==> config.mk <==
export PLATFORM = sky130hd
export DESIGN_NAME = sprite_dispatcher_flat
export DESIGN_NICKNAME = d
export VERILOG_FILES = /design/src/rtl/sprite_dispatcher_if.sv /design/src/rtl/sprite_dispatcher.sv /design/src/flat_wrapper.sv
export SDC_FILE = /design/constraint.sdc
export NUM_CORES = 1
export LEC_CHECK = 0
export CELL_PAD_IN_SITES_DETAIL_PLACEMENT = 0
export CELL_PAD_IN_SITES_GLOBAL_PLACEMENT = 1
export CORE_UTILIZATION = 35
export CTS_CLUSTER_SIZE = 40
export DETAILED_ROUTE_END_ITERATION = 16
export GPL_ROUTABILITY_DRIVEN = 0
export HOLD_SLACK_MARGIN = 0.02
export PLACE_DENSITY = 0.88
export SETUP_SLACK_MARGIN = 0.4
export SYNTH_ARGS = -nofsm -noshare
export SYNTH_HDL_FRONTEND = slang
export SYNTH_SLANG_ARGS = --single-unit
==> constraint.sdc <==
create_clock -name clock -period 3.2 [get_ports clock]
set_input_delay 0.48 -clock clock [delete_from_list [all_inputs] [get_ports clock]]
set_output_delay 0.48 -clock clock [all_outputs]
set_load 0.05 [all_outputs]
==> src/rtl/sprite_dispatcher_if.sv <==
// sprite_dispatcher_if: sprite queue head plus per-channel renderer job bus
// master: dispatcher side (pops queue, drives channel jobs); slave: queue/renderer side
// q_*: queue head and pop pulse; ch_*: flattened per-channel job, control and status
interface sprite_dispatcher_if #(
  parameter int NUM_CH = 4,
  parameter int ID_W = 8,
  parameter int COORD_W = 16,
  parameter int SCALE_W = 8
);
  logic q_valid;
  logic q_dequeue;
  logic [ID_W-1:0] q_id;
  logic [COORD_W-1:0] q_x;
  logic [COORD_W-1:0] q_y;
  logic [SCALE_W-1:0] q_scale;
  logic [NUM_CH-1:0] ch_start;
  logic [NUM_CH-1:0] ch_abort;
  logic [NUM_CH-1:0] ch_busy;
  logic [NUM_CH*ID_W-1:0] ch_id;
  logic [NUM_CH*COORD_W-1:0] ch_x;
  logic [NUM_CH*COORD_W-1:0] ch_y;
  logic [NUM_CH*SCALE_W-1:0] ch_scale;
  logic [NUM_CH-1:0] ch_finished;
  modport master (
    input q_valid, q_id, q_x, q_y, q_scale, ch_finished,
    output q_dequeue, ch_start, ch_abort, ch_busy, ch_id, ch_x, ch_y, ch_scale
  );
  modport slave (
    output q_valid, q_id, q_x, q_y, q_scale, ch_finished,
    input q_dequeue, ch_start, ch_abort, ch_busy, ch_id, ch_x, ch_y, ch_scale
  );
endinterface

==> src/rtl/sprite_dispatcher.sv <==
// sprite_dispatcher: round-robin hand-off of queued sprite jobs to NUM_CH renderer channels
// clock, reset_n (async, active-low); frame_start flushes and arms; list_done marks end of list
// bus: queue pop + per-channel start/abort/busy/job registers; frame_done, jobs_issued status
module sprite_dispatcher #(
  parameter int NUM_CH = 4,
  parameter int ID_W = 8,
  parameter int COORD_W = 16,
  parameter int SCALE_W = 8,
  parameter int CNT_W = 16
) (
  input logic clock,
  input logic reset_n,
  input logic frame_start,
  input logic list_done,
  sprite_dispatcher_if.master bus,
  output logic frame_done,
  output logic [CNT_W-1:0] jobs_issued
);
  localparam int RR_W = $clog2(NUM_CH);
  typedef enum logic [1:0] {IDLE, RUN, DRAIN, DONE} state_t;
  state_t state;
  logic [RR_W-1:0] rr;
  logic [RR_W-1:0] idx;
  logic [RR_W-1:0] sel;
  logic found;
  logic dispatch;
  logic [NUM_CH-1:0] grant;
  // first free channel scanning upward from rr, wrapping at NUM_CH
  always_comb begin
    found = 1'b0;
    sel = '0;
    idx = '0;
    for (int i = 0; i < NUM_CH; i++) begin
      idx = RR_W'((int'(rr) + i) % NUM_CH);
      if (!found && !bus.ch_busy[idx]) begin
        found = 1'b1;
        sel = idx;
      end
    end
    // the queue head is stale while q_dequeue is high, hence the bubble
    dispatch = state == RUN && bus.q_valid && !bus.q_dequeue && found;
    grant = dispatch ? NUM_CH'(1) << sel : '0;
  end
  always_ff @(posedge clock or negedge reset_n) begin
    if (!reset_n) begin
      state <= IDLE;
      rr <= '0;
      bus.q_dequeue <= 1'b0;
      bus.ch_start <= '0;
      bus.ch_abort <= '0;
      bus.ch_busy <= '0;
      bus.ch_id <= '0;
      bus.ch_x <= '0;
      bus.ch_y <= '0;
      bus.ch_scale <= '0;
      frame_done <= 1'b0;
      jobs_issued <= '0;
    end else begin
      bus.q_dequeue <= 1'b0;
      bus.ch_start <= '0;
      bus.ch_abort <= '0;
      if (frame_start) begin
        bus.ch_abort <= bus.ch_busy;
        bus.ch_busy <= '0;
        frame_done <= 1'b0;
        jobs_issued <= '0;
        rr <= '0;
        state <= RUN;
      end else begin
        // release uses the registered busy, so a freed channel is reusable one edge later
        bus.ch_busy <= (bus.ch_busy & ~bus.ch_finished) | grant;
        bus.ch_start <= grant;
        if (dispatch) begin
          bus.q_dequeue <= 1'b1;
          bus.ch_id[sel*ID_W +: ID_W] <= bus.q_id;
          bus.ch_x[sel*COORD_W +: COORD_W] <= bus.q_x;
          bus.ch_y[sel*COORD_W +: COORD_W] <= bus.q_y;
          bus.ch_scale[sel*SCALE_W +: SCALE_W] <= bus.q_scale;
          rr <= RR_W'((int'(sel) + 1) % NUM_CH);
          jobs_issued <= jobs_issued + CNT_W'(jobs_issued != '1);
        end
        if (state == RUN && list_done && !bus.q_valid && !bus.q_dequeue) state <= DRAIN;
        if (state == DRAIN && bus.ch_busy == '0) begin
          state <= DONE;
          frame_done <= 1'b1;
        end
      end
    end
  end
endmodule

==> src/flat_wrapper.sv <==
// flat-port wrapper written by rule: the top's interface ports become plain ports
module sprite_dispatcher_flat 
#(
  parameter int NUM_CH = 4,
  parameter int ID_W = 8,
  parameter int COORD_W = 16,
  parameter int SCALE_W = 8,
  parameter int CNT_W = 16
)
  (clock, reset_n, frame_start, list_done, frame_done, jobs_issued, bus_q_valid, bus_q_id, bus_q_x, bus_q_y, bus_q_scale, bus_ch_finished, bus_q_dequeue, bus_ch_start, bus_ch_abort, bus_ch_busy, bus_ch_id, bus_ch_x, bus_ch_y, bus_ch_scale);
  sprite_dispatcher_if #(.NUM_CH(NUM_CH), .ID_W(ID_W), .COORD_W(COORD_W), .SCALE_W(SCALE_W)) bus_i ();
  input logic clock;
  input logic reset_n;
  input logic frame_start;
  input logic list_done;
  output logic frame_done;
  output logic [CNT_W-1:0] jobs_issued;
  input wire logic [$bits(bus_i.q_valid)-1:0] bus_q_valid;
  input wire logic [$bits(bus_i.q_id)-1:0] bus_q_id;
  input wire logic [$bits(bus_i.q_x)-1:0] bus_q_x;
  input wire logic [$bits(bus_i.q_y)-1:0] bus_q_y;
  input wire logic [$bits(bus_i.q_scale)-1:0] bus_q_scale;
  input wire logic [$bits(bus_i.ch_finished)-1:0] bus_ch_finished;
  output wire logic [$bits(bus_i.q_dequeue)-1:0] bus_q_dequeue;
  output wire logic [$bits(bus_i.ch_start)-1:0] bus_ch_start;
  output wire logic [$bits(bus_i.ch_abort)-1:0] bus_ch_abort;
  output wire logic [$bits(bus_i.ch_busy)-1:0] bus_ch_busy;
  output wire logic [$bits(bus_i.ch_id)-1:0] bus_ch_id;
  output wire logic [$bits(bus_i.ch_x)-1:0] bus_ch_x;
  output wire logic [$bits(bus_i.ch_y)-1:0] bus_ch_y;
  output wire logic [$bits(bus_i.ch_scale)-1:0] bus_ch_scale;
  assign bus_i.q_valid = bus_q_valid;
  assign bus_i.q_id = bus_q_id;
  assign bus_i.q_x = bus_q_x;
  assign bus_i.q_y = bus_q_y;
  assign bus_i.q_scale = bus_q_scale;
  assign bus_i.ch_finished = bus_ch_finished;
  assign bus_q_dequeue = bus_i.q_dequeue;
  assign bus_ch_start = bus_i.ch_start;
  assign bus_ch_abort = bus_i.ch_abort;
  assign bus_ch_busy = bus_i.ch_busy;
  assign bus_ch_id = bus_i.ch_id;
  assign bus_ch_x = bus_i.ch_x;
  assign bus_ch_y = bus_i.ch_y;
  assign bus_ch_scale = bus_i.ch_scale;
  sprite_dispatcher #(.NUM_CH(NUM_CH), .ID_W(ID_W), .COORD_W(COORD_W), .SCALE_W(SCALE_W), .CNT_W(CNT_W)) u_core (.clock(clock), .reset_n(reset_n), .frame_start(frame_start), .list_done(list_done), .bus(bus_i), .frame_done(frame_done), .jobs_issued(jobs_issued));
endmodule
Yosys cells after proc, flatten, opt, wreduce, memory -nomap -nowiden --
Cells that the tools add are included.
Storage, ports and cells: logic and storage cells 94, output and inout port bits 222, input port bits 57, register bits 226
Cells by class: $lt $le $gt $ge 4, reductions and logical operators 22, $add $sub $neg 7, bitwise operators 4, shift-type cells 7, mux-type cells 35, equal/unequal tests 3
Operators by type and width (count):
- $bwmux 64 | 2
- $shiftx 16x34->64 | 2
- $shiftx 8x34->32 | 2
- $bwmux 32 | 2
- $shift 16x34->64 const A | 1
- $neg 5->34 | 1
- $neg 6->34 | 1
- $shift 8x34->32 const A | 1
- $mux 16 | 2
- $mux 2 | 9
- $add 16x1->16 | 1
- $mux 4 | 4
- $ne 16x16->1 const B | 1
- $lt 2x3->1 const B | 4
- $mux 1 | 12
- $logic_and 1x1->1 | 10
- $bmux 1 s2 | 4
- $logic_not 1->1 | 7
- $add 2x1->2 const B | 2
- $add 2x2->2 const B | 2
- $and 4x4->4 | 1
- $logic_not 4->1 | 1
- $not 4->4 | 1
- $or 4x4->4 | 1
- 7 further kinds | 8

Logic depth before layout (Yosys ltp) --
Gate-level depths: netlist of run 1.
word-level depth 16, mapped depth 12, mapped depth without buffers 9

Least setup slack after synthesis of run 1 --
No wires, ideal clock.
path type register -> register, from register u_core.bus.ch_busy[3], to register u_core.bus.ch_id[26], period minus slack after synthesis 2.625 ns, stages on the path, launching flop included 13, arrival time 2.558 ns, setup time 0.067 ns, buffers on the path 3, required time 3.133 ns, path slack 0.575 ns, cell sequence dfrtp_1 > buf_2 > nand2_1 > nand2_1 > a32oi_1 > inv_1 > ha_1 > nor4bb_1 > nand3_1 > nor4_2 > buf_4 > buf_6 > a22o_1
Between the ends: longest elaborated chain between the ends 14, elaborated cells between the ends (all ways) 30, classes of those cells add/sub (1); shift (2); mux (17); reduce/logical (10)
Ends and longest elaborated chain:
- start, declared | RTL line sprite_dispatcher_if.sv:26 | output q_dequeue, ch_start, ch_abort, ch_busy, ch_id, ch_x, ch_y, ch_scale
- start signal, assigned | RTL line sprite_dispatcher.sv:71 | bus.ch_busy <= (bus.ch_busy & ~bus.ch_finished) | grant;
- $bmux 1 s2 | RTL line sprite_dispatcher.sv:35 | if (!found && !bus.ch_busy[idx]) begin
- $mux 1 (not written as such) | RTL line sprite_dispatcher.sv:35
- $logic_not 1->1 | RTL line sprite_dispatcher.sv:35
- $logic_and 1x1->1 | RTL line sprite_dispatcher.sv:35
- $mux 1 | RTL line sprite_dispatcher.sv:35
- $logic_not 1->1 | RTL line sprite_dispatcher.sv:35
- $logic_and 1x1->1 | RTL line sprite_dispatcher.sv:35
- $mux 1 | RTL line sprite_dispatcher.sv:35
- $logic_not 1->1 | RTL line sprite_dispatcher.sv:35
- $logic_and 1x1->1 | RTL line sprite_dispatcher.sv:35
- $mux 2 | RTL line sprite_dispatcher.sv:35
- $neg 5->34 | RTL line sprite_dispatcher.sv:75 | bus.ch_id[sel*ID_W +: ID_W] <= bus.q_id;
- $shiftx 8x34->32 / $shift 8x34->32 (equally long branches) | RTL line sprite_dispatcher.sv:75
- $bwmux 32 | RTL line sprite_dispatcher.sv:75
- end signal, assigned by index | RTL line sprite_dispatcher.sv:75
- end, declared | RTL line sprite_dispatcher_if.sv:26
Several ways; a longest one is shown, not always the timed one. The select of a mux whose other input is x is not followed. A chain may end at the register's enable or synchronous reset.

Worst setup path in the final report of run 1 --
from register u_core.rr[0], to register u_core.bus.ch_x[34]
Between the ends: longest elaborated chain between the ends 15, elaborated cells between the ends (all ways) 33, classes of those cells add/sub (4); shift (2); mux (17); reduce/logical (10)
Ends and longest elaborated chain:
- start, declared | RTL line sprite_dispatcher.sv:22 | logic [RR_W-1:0] rr;
- start signal, assigned | RTL line sprite_dispatcher.sv:79 | rr <= RR_W'((int'(sel) + 1) % NUM_CH);
- $add 2x1->2 | RTL line sprite_dispatcher.sv:34 | idx = RR_W'((int'(rr) + i) % NUM_CH);
- $bmux 1 s2 | RTL line sprite_dispatcher.sv:35
- $mux 1 (not written as such) | RTL line sprite_dispatcher.sv:35
- $logic_not 1->1 | RTL line sprite_dispatcher.sv:35
- $logic_and 1x1->1 | RTL line sprite_dispatcher.sv:35
- $mux 1 | RTL line sprite_dispatcher.sv:35
- $logic_not 1->1 | RTL line sprite_dispatcher.sv:35
- $logic_and 1x1->1 | RTL line sprite_dispatcher.sv:35
- $mux 1 | RTL line sprite_dispatcher.sv:35
- $logic_not 1->1 | RTL line sprite_dispatcher.sv:35
- $logic_and 1x1->1 | RTL line sprite_dispatcher.sv:35
- $mux 2 | RTL line sprite_dispatcher.sv:35
- $neg 6->34 | RTL line sprite_dispatcher.sv:76 | bus.ch_x[sel*COORD_W +: COORD_W] <= bus.q_x;
- $shiftx 16x34->64 / $shift 16x34->64 (equally long branches) | RTL line sprite_dispatcher.sv:76
- $bwmux 64 | RTL line sprite_dispatcher.sv:76
- end signal, assigned by index | RTL line sprite_dispatcher.sv:76
- end, declared | RTL line sprite_dispatcher_if.sv:26
Several ways; a longest one is shown, not always the timed one. The select of a mux whose other input is x is not followed.

==> results.py, run 1 <==
metrics = {
    "power": {
        "pwr-share-seq": 0.367,
        "p_total_mw": 9.96,
        "p_int_mw": 6.17,
        "ir_worst_vdd_mv": 0.459,
        "p_per_area_nw_per_um2": 798,
        "clock_power_share": 0.259,
        "swShare": 0.381,
        "p_leak_nw": 5.56,
        "switchingPower_mw": 3.79,
        "p_comb_frac": 0.374,
    },
    "clocking": {
        "htree_levels": 1,
        "cts_buffer_depth": 3,
        "root_buffer": "clkbuf_16",
        "clk_pin_slew_ps": 60,
        "cts_buffers": 23,
        "tritoncts": "done",
        "insertion_delay_ps": 510,
        "clock-sinks": 226,
    },
    "worst_setup_path": {
        "worstSetupPathType": "reg2reg",
        "endpoint_kind": "flop",
        "cp_max_fo": 29,
        "critPathArrivalTime_ps": 3060,
        "start_kind": "flop",
        "worstPathRequired_ps": 3640,
    },
    "die": {
        "coreArea_um2": 23800,
        "dieWidth_um": 159,
        "fp-row-count": 56,
        "dieArea_um2": 25200,
        "io_pins": 279,
        "die_height_um": 159,
        "start_util": 0.361,
    },
    "hold_path": {
        "hold_path.class": "reg2reg",
    },
    "synthesis": {
        "synth_edf_count": 0,
        "synth-async-reset-ratio": 1.00,
        "syn_area_um2": 8580,
        "synth_cell_types": 43,
        "yosysWarnings": 0,
        "yosysSeqAreaShare": 0.659,
        "synth-seq-cells": 226,
        "syn_inst": 617,
        "syn_area_per_cell_um2": 13.9,
        "synth-main-ff-cell": "dfrtp_1",
        "synth_nets": 681,
    },
    "finish": {
        "fillers": 2035,
        "seq_area_um2": 5660,
        "nNetsFinal": 955,
        "final_area_um2": 12500,
        "final_util": 0.526,
        "mostFrequentLayoutCell": "clkdlybuf4s50_1",
        "fin_cells": 1224,
        "n_antenna_cell": 0,
        "multi_input_area_um2": 2660,
        "final_cell_mix": "clkdlybuf4s50_1, dfrtp_1, a22o_1",
        "drive_gt1_frac": 0.0796,
        "area_delta_synth_final_pct": 45.5,
    },
    "timing": {
        "timing.final.ws_setup_ps": 588,
        "fmaxAchievable_mhz": 383,
        "fin_skew_ps": 12.9,
        "worstMarginPinSlew_ps": 715,
        "tns_ps": 0,
        "fin_crit_sh": 0.816,
        "drv_slew": 0,
        "hold-worst-slack_ps": 501,
        "finalSetupViolCount": 0,
        "min_period_ps": 2610,
        "final-hold-violation-count": 0,
        "max_slew_margin": 0.523,
        "grt_setup_unrepaired": "no",
    },
    "placement": {
        "dp_slack_ps": 471,
        "postPlaceCellArea_um2": 11700,
        "dp.cells": 1182,
        "place.port_buffers": 278,
        "place_hpwl_mm": 16.1,
    },
    "global_route": {
        "grt_pass1_wl_mm": 38.7,
        "grt.total_usage": 0.200,
        "gr-total-overflow": 0,
        "grt_max_degree": 75,
        "grt_pass1_vias": 6444,
        "antenna_found_initial": 0,
    },
    "route": {
        "drt_pass1_iterations": 5,
        "vias_per_cell": 5.36,
        "post-route-drc-count": 0,
        "ant_nets": 0,
        "vias": 6560,
        "wire_per_inst_um": 20.7,
        "drt_iter0_drc": 414,
        "drt_wl_total_mm": 25.3,
    },
    "run": {
        "max_cap_violations": 0,
    },
    "status": {
        "status": "completed",
    },
}
==> power groups by stage <==
stage / clock [mW] / sequential [mW] / combinational [mW]
after CTS: 2.63 / 3.66 / 3.73
after global routing: 2.75 / 3.72 / 3.89
after floorplan: 0 / 5.35 / 0.663
final: 2.58 / 3.66 / 3.72
after detailed placement: 0 / 3.69 / 3.72
after global placement: 0 / 3.69 / 3.69
==> cell type report <==
class | count | area share
tap | 319 | 0.0320
timing repair buffer | 300 | 0.242
clock buffer | 36 | 0.0540
clock inverter | 3 | 0.00351
sequential | 226 | 0.453
multi-input combinational | 330 | 0.213
inverter | 10 | 0.00301
==> synth_stat cells (2+ instances only) <==
library cell,count,share of area
nor2_1,20,0.0087
clkbuf_1,18,0.0079
o21ai_1,2,0.0012
nand4_1,9,0.0066
buf_6,7,0.0092
and2_1,7,0.0051
nand3_1,5,0.0029
a21oi_1,12,0.0070
o21ai_0,4,0.0023
nand3b_1,2,0.0017
xor2_1,4,0.0041
nand4b_4,2,0.0055
buf_2,19,0.011
inv_1,9,0.0039
or3_1,4,0.0029
nand4_2,2,0.0029
nor2b_1,3,0.0022
nor4_2,2,0.0029
a311oi_2,2,0.0035
and4_1,2,0.0020
a22o_1,192,0.20
o31ai_1,5,0.0044
nand2_1,21,0.0092
or2_2,2,0.0015
dfrtp_1,226,0.66
or4_1,5,0.0044
ha_1,7,0.010
a31oi_1,3,0.0022
buf_4,7,0.0061
==> metal layers <==
layer,global-route usage,part of all wire
met4,0.0499,0.015
met1,0.273,0.43
met2,0.321,0.47
met5,0,0
met3,0.0471,0.083
==> registers in the layout, summed over array words and instances, names as in the netlist <==
signal / cells
u_core.bus.ch_x: 64
u_core.bus.ch_y: 64
u_core.bus.ch_id: 32
u_core.bus.ch_scale: 32
u_core.jobs_issued: 16
u_core.bus.ch_abort: 4
u_core.bus.ch_busy: 4
u_core.bus.ch_start: 4
u_core.rr: 2
u_core.state: 2
u_core.bus.q_dequeue: 1
u_core.frame_done: 1
==> worst paths after layout <==
check	from	endpoint	slack, ps	cells past startpoint
min in group asynchronous	reset_n	u_core.bus.ch_abort[3]	520	2
worst max register to register	u_core.rr[0]	u_core.bus.ch_x[34]	590	8
worst min register to register	u_core.frame_done	u_core.frame_done	500	2
worst min-delay path	u_core.frame_done	u_core.frame_done	500	2
max in group asynchronous	reset_n	u_core.bus.ch_x[14]	1880	3
worst max-delay path	u_core.rr[0]	u_core.bus.ch_x[34]	590	8
==> critical path: stages (launching register included) <==
cell      delay [ps]
dfrtp_1          430
or2_1            280
a21o_4           250
nand3_1          130
ha_1             280
or2_2            330
a311oi_4         240
buf_4            410
a22o_1           200
==> cells by family (layout without fill, tap and decap cells) <==
group,Yosys count,count (layout),share of synthesized area
xor+xnor,5,5,0.00510
buf+inv,61,349,0.0386
mux,2,2,0.00248
simple gates,92,92,0.0644
compound gates,224,224,0.220
fa+ha+maj,7,7,0.0102
flops,226,226,0.659
==> repair_timing <==
item                                    CTS  global route
setup buffers                             0             2
gates resized for setup                   0            13
hold buffers                              1             0
hold endpoints to repair                 70             0
endpoints found under the setup margin    0           141
No activity file was read; power rests on OpenSTA's default activity.
==> run 2: changes to the inputs <==
Clock period 3.2 ns to 2.7 ns, I/O delays scaled along.
==> results.py, run 2 (same netlist as run 1, synthesis figures left out) <==
metrics = {
    "status": {
        "status": "completed",
    },
    "worst_setup_path": {
        "endpoint_kind": "flop",
        "rrSetupSlack_ps": 200,
        "worstPathRequired_ps": 3140,
        "critPathSlowestCell": "dfrtp_2",
        "slowest_delay_ps": 410,
        "critPathArrivalTime_ps": 2930,
        "crit_path_frequent_cell": "buf_4",
        "cp_max_fo": 6,
        "ff2ff_path_depth": 12,
        "cp_cell_sequence": "nand3b_1 > a32oi_2 > buf_4 > ha_4 > nor4bb_4 > nand3_2 > nor4_4 > buf_4 > buf_8 > buf_6 > buf_12 > a22o_1",
        "r2r-start": "u_core.rr[1]",
        "worstSetupPathType": "reg2reg",
        "start_kind": "flop",
        "r2r-end": "u_core.bus.ch_x[54]",
    },
    "finish": {
        "n_antenna_cell": 0,
        "nNetsFinal": 1005,
        "area_delta_synth_final_pct": 56.6,
        "fin_cells": 1277,
        "final_area_um2": 13400,
        "mostFrequentLayoutCell": "clkdlybuf4s50_1",
        "final_cell_mix": "clkdlybuf4s50_1, dfrtp_1, a22o_1",
        "drive_gt1_frac": 0.148,
        "final_util": 0.566,
        "largestRegisters": "u_core.bus.ch_x x64, u_core.bus.ch_y x64",
    },
    "timing": {
        "hold-worst-slack_ps": 383,
        "min_period_ps": 2500,
        "drv_slew": 0,
        "tns_ps": 0,
        "worstMarginPinSlew_ps": 563,
        "finalSetupViolCount": 0,
        "timing.final.ws_setup_ps": 203,
        "grt_setup_unrepaired": "yes",
        "fin_skew_ps": 18.1,
        "fmaxAchievable_mhz": 400,
        "max_slew_margin": 0.623,
        "fin_crit_sh": 0.925,
        "final-hold-violation-count": 0,
    },
    "die": {
        "fp-row-count": 56,
        "start_util": 0.361,
        "coreArea_um2": 23800,
        "dieWidth_um": 159,
        "dieArea_um2": 25200,
        "io_pins": 279,
        "die_height_um": 159,
    },
    "power": {
        "ir_worst_vdd_mv": 0.616,
        "p_leak_nw": 6.00,
        "pwr-share-seq": 0.357,
        "p_comb_frac": 0.380,
        "p_int_mw": 7.50,
        "switchingPower_mw": 4.64,
        "swShare": 0.382,
        "clock_power_share": 0.263,
        "p_total_mw": 12.1,
        "p_per_area_nw_per_um2": 903,
    },
    "placement": {
        "dp.cells": 1184,
        "place.port_buffers": 278,
        "postPlaceCellArea_um2": 11800,
        "dp_slack_ps": 182,
        "place_hpwl_mm": 16.2,
    },
    "global_route": {
        "gr-total-overflow": 0,
        "grt_pass1_wl_mm": 42.2,
        "antenna_found_initial": 0,
        "grt_pass1_vias": 6857,
        "grt_max_degree": 76,
        "grt.total_usage": 0.222,
    },
    "clocking": {
        "htree_levels": 1,
        "clock-sinks": 226,
        "insertion_delay_ps": 510,
        "cts_buffer_depth": 3,
        "clk_pin_slew_ps": 60,
        "root_buffer": "clkbuf_16",
        "cts_buffers": 24,
        "tritoncts": "done",
    },
    "route": {
        "vias": 6780,
        "drt_wl_total_mm": 27.9,
        "drt_iter0_drc": 374,
        "vias_per_cell": 5.31,
        "wire_per_inst_um": 21.9,
        "post-route-drc-count": 0,
        "ant_nets": 0,
        "drt_pass1_iterations": 5,
    },
    "hold_path": {
        "hold_path.class": "in2async",
    },
    "run": {
        "max_cap_violations": 0,
    },
}
## run 2: worst max-delay path: cells and delay by family, from the launching register on
family	cells	cell delay [ps]
compound gates	2	420
fa+ha+maj	1	130
buf+inv	5	690
flops	1	410
simple gates	4	760
## run 2: final cells by class
type / count / area, µm²
Timing Repair Buffer: 349 / 3830
Clock inverter: 6 / 30.0
Sequential cell: 226 / 5670
Tap cell: 319 / 399
Multi-Input combinational cell: 330 / 2730
Fill cell: 1888 / 10300
Clock buffer: 37 / 741
Inverter: 10 / 40.0
## run 2: worst max path at each step
| stage | from | end | slack [ps] | cells after the start |
|---|---|---|---|---|
| 4_1_cts | u_core.rr[1] | u_core.bus.ch_x[57] | 220 | 12 |
| 6_report | u_core.rr[1] | u_core.bus.ch_x[54] | 200 | 12 |
| 2_1_floorplan | u_core.bus.ch_busy[3] | u_core.bus.ch_id[26] | 290 | 12 |
| 5_1_grt | u_core.rr[1] | u_core.bus.ch_x[56] | 40 | 12 |
| 3_3_place_gp | u_core.rr[1] | u_core.bus.ch_x[49] | 250 | 9 |
| 3_5_place_dp | u_core.rr[1] | u_core.bus.ch_id[31] | 180 | 9 |
## run 2: metal layers
metal / track usage / wire [µm] / vias up
met2: 0.360 / 13200 / 322
met4: 0.0531 / 418 / 0
met3: 0.0501 / 2310 / 36
met1: 0.301 / 12000 / 3421
li1: - / - / 3001
met5: 0 / 0 / -
## run 2: power by group through the flow
stage                     clock, mW  sequential, mW  combinational, mW
after floorplan                   0            6.34              0.796
after global placement            0            4.36               4.41
after detailed placement          0            4.36               4.44
after CTS                      3.25            4.33               4.57
after global routing           3.39            4.40               4.79
final                          3.20            4.33               4.61
## run 2: what timing repair did
item | 4_1_cts | 5_1_grt
buffers inserted | 30 | 4
setup endpoints to repair | 193 | 194
resized for setup | 33 | 15
pin swaps | 8 | 10
hold endpoints to repair | 46 | 0
hold buffers | 1 | 0
gates cloned | 14 | 1
==> run 3: changes to the inputs <==
Settings changed: MAX_ROUTING_LAYER set to met4, SLEW_MARGIN set to 20.
==> results.py, run 3 (same netlist as run 1, synthesis figures left out) <==
metrics = {
    "status": {
        "status": "completed",
    },
    "timing": {
        "worstMarginPinSlew_ps": 564,
        "grt_setup_unrepaired": "yes",
        "final-hold-violation-count": 0,
        "fin_crit_sh": 0.924,
        "hold-worst-slack_ps": 386,
        "finalSetupViolCount": 0,
        "min_period_ps": 2500,
        "drv_slew": 0,
        "fin_skew_ps": 17.1,
        "fmaxAchievable_mhz": 401,
        "max_slew_margin": 0.623,
        "tns_ps": 0,
    },
    "hold_path": {
        "hold_path.class": "in2async",
    },
    "clocking": {
        "clock-sinks": 226,
        "clk_pin_slew_ps": 60,
        "cts_buffers": 24,
        "tritoncts": "done",
        "insertion_delay_ps": 510,
        "cts_buffer_depth": 3,
        "root_buffer": "clkbuf_16",
        "htree_levels": 1,
    },
    "worst_setup_path": {
        "ff2ff_path_depth": 12,
        "worstSetupPathType": "reg2reg",
        "slowest_delay_ps": 410,
        "worstPathRequired_ps": 3130,
        "start_kind": "flop",
        "rrSetupSlack_ps": 200,
        "cp_max_fo": 6,
        "endpoint_kind": "flop",
        "cp_cell_sequence": "nand3b_1 > a32oi_2 > buf_4 > ha_4 > nor4bb_4 > nand3_2 > nor4_4 > buf_4 > buf_8 > buf_6 > buf_12 > a22o_1",
        "r2r-end": "u_core.bus.ch_x[54]",
        "critPathSlowestCell": "dfrtp_2",
        "r2r-start": "u_core.rr[1]",
        "crit_path_frequent_cell": "buf_4",
        "critPathArrivalTime_ps": 2930,
    },
    "global_route": {
        "grt.total_usage": 0.229,
        "antenna_found_initial": 0,
        "gr-total-overflow": 0,
        "grt_max_degree": 76,
        "grt_pass1_wl_mm": 42.1,
        "grt_pass1_vias": 6873,
    },
    "route": {
        "post-route-drc-count": 0,
        "wire_per_inst_um": 21.9,
        "ant_nets": 0,
        "drt_wl_total_mm": 27.9,
        "vias_per_cell": 5.35,
        "drt_pass1_iterations": 5,
        "vias": 6834,
        "drt_iter0_drc": 347,
    },
    "die": {
        "dieWidth_um": 159,
        "die_height_um": 159,
        "start_util": 0.361,
        "coreArea_um2": 23800,
        "dieArea_um2": 25200,
        "fp-row-count": 56,
        "io_pins": 279,
    },
    "finish": {
        "area_delta_synth_final_pct": 56.6,
        "n_antenna_cell": 0,
        "fillers": 1888,
        "multi_input_area_um2": 2730,
        "mostFrequentLayoutCell": "clkdlybuf4s50_1",
        "largestRegisters": "u_core.bus.ch_x x64, u_core.bus.ch_y x64",
        "final_cell_mix": "clkdlybuf4s50_1, dfrtp_1, a22o_1",
        "seq_area_um2": 5670,
        "drive_gt1_frac": 0.148,
        "nNetsFinal": 1005,
    },
    "power": {
        "p_leak_nw": 6.00,
        "p_per_area_nw_per_um2": 903,
        "ir_worst_vdd_mv": 0.616,
    },
    "placement": {
        "place.port_buffers": 278,
        "place_hpwl_mm": 16.2,
    },
    "run": {
        "max_cap_violations": 0,
    },
}
[run 3: cell counts in the layout (fill, tap and decap cells not counted)]
No cell type changed its count.
[run 3: final cells by class]
| class | instances | area share |
|---|---|---|
| inverters | 10 | 0.00298 |
| clock inverters | 6 | 0.00223 |
| multi-input cells | 330 | 0.203 |
| repair buffers | 349 | 0.285 |
| clock buffers | 37 | 0.0551 |
| flip-flops and latches | 226 | 0.422 |
| well taps | 319 | 0.0297 |
[run 3: metal layers]
layer  part of all wire  vias to the layer above  track usage
met3              0.075                       33       0.0444
met4              0.014                        0       0.0531
li1                   -                     3006            -
met1               0.44                     3503        0.304
met2               0.47                      292        0.361
met5                  0                        -            -
[run 3: what timing repair did]
action	CTS	global route
gates resized for setup	33	15
hold endpoints to repair	46	0
setup buffers	30	4
setup endpoints to repair	193	194
pin swaps	8	10
gates cloned	14	1
hold buffers	1	0
[run 3: stage by stage]
step	setup WS (ps)	cells	utilization	power, mW	area (µm²)
floorplan	290	617	-	7.14	8620
global placement	254	1184	0.496	8.77	11800
detailed placement	182	1184	0.496	8.80	11800
CTS	223	1272	0.561	12.1	13300
global route	43.0	1277	0.566	12.6	13400
finish	205	1277	0.566	12.1	13400
[run 3: worst max-delay path by stage]
stage | to | depth (start not counted) | start
6_report | u_core.bus.ch_x[54] | 12 | u_core.rr[1]
5_1_grt | u_core.bus.ch_x[56] | 12 | u_core.rr[1]
4_1_cts | u_core.bus.ch_x[57] | 12 | u_core.rr[1]
3_5_place_dp | u_core.bus.ch_id[31] | 9 | u_core.rr[1]
3_3_place_gp | u_core.bus.ch_x[49] | 9 | u_core.rr[1]
2_1_floorplan | u_core.bus.ch_id[26] | 12 | u_core.bus.ch_busy[3]
[run 3: critical path, delay by kind of cell, from the launching register on]
| kind | cells | cell delay, ps |
|---|---|---|
| buf+inv | 5 | 690 |
| simple gates | 4 | 770 |
| flops | 1 | 410 |
| compound gates | 2 | 420 |
| fa+ha+maj | 1 | 130 |
[run 3: power breakdown]
group	leakage (nW)	switching [mW]	internal (mW)	total, mW
clock	0.388	1.32	1.88	3.20
sequential	3.09	0.367	3.97	4.33
combinational	2.52	2.95	1.66	4.61
total	6.00	4.64	7.50	12.1
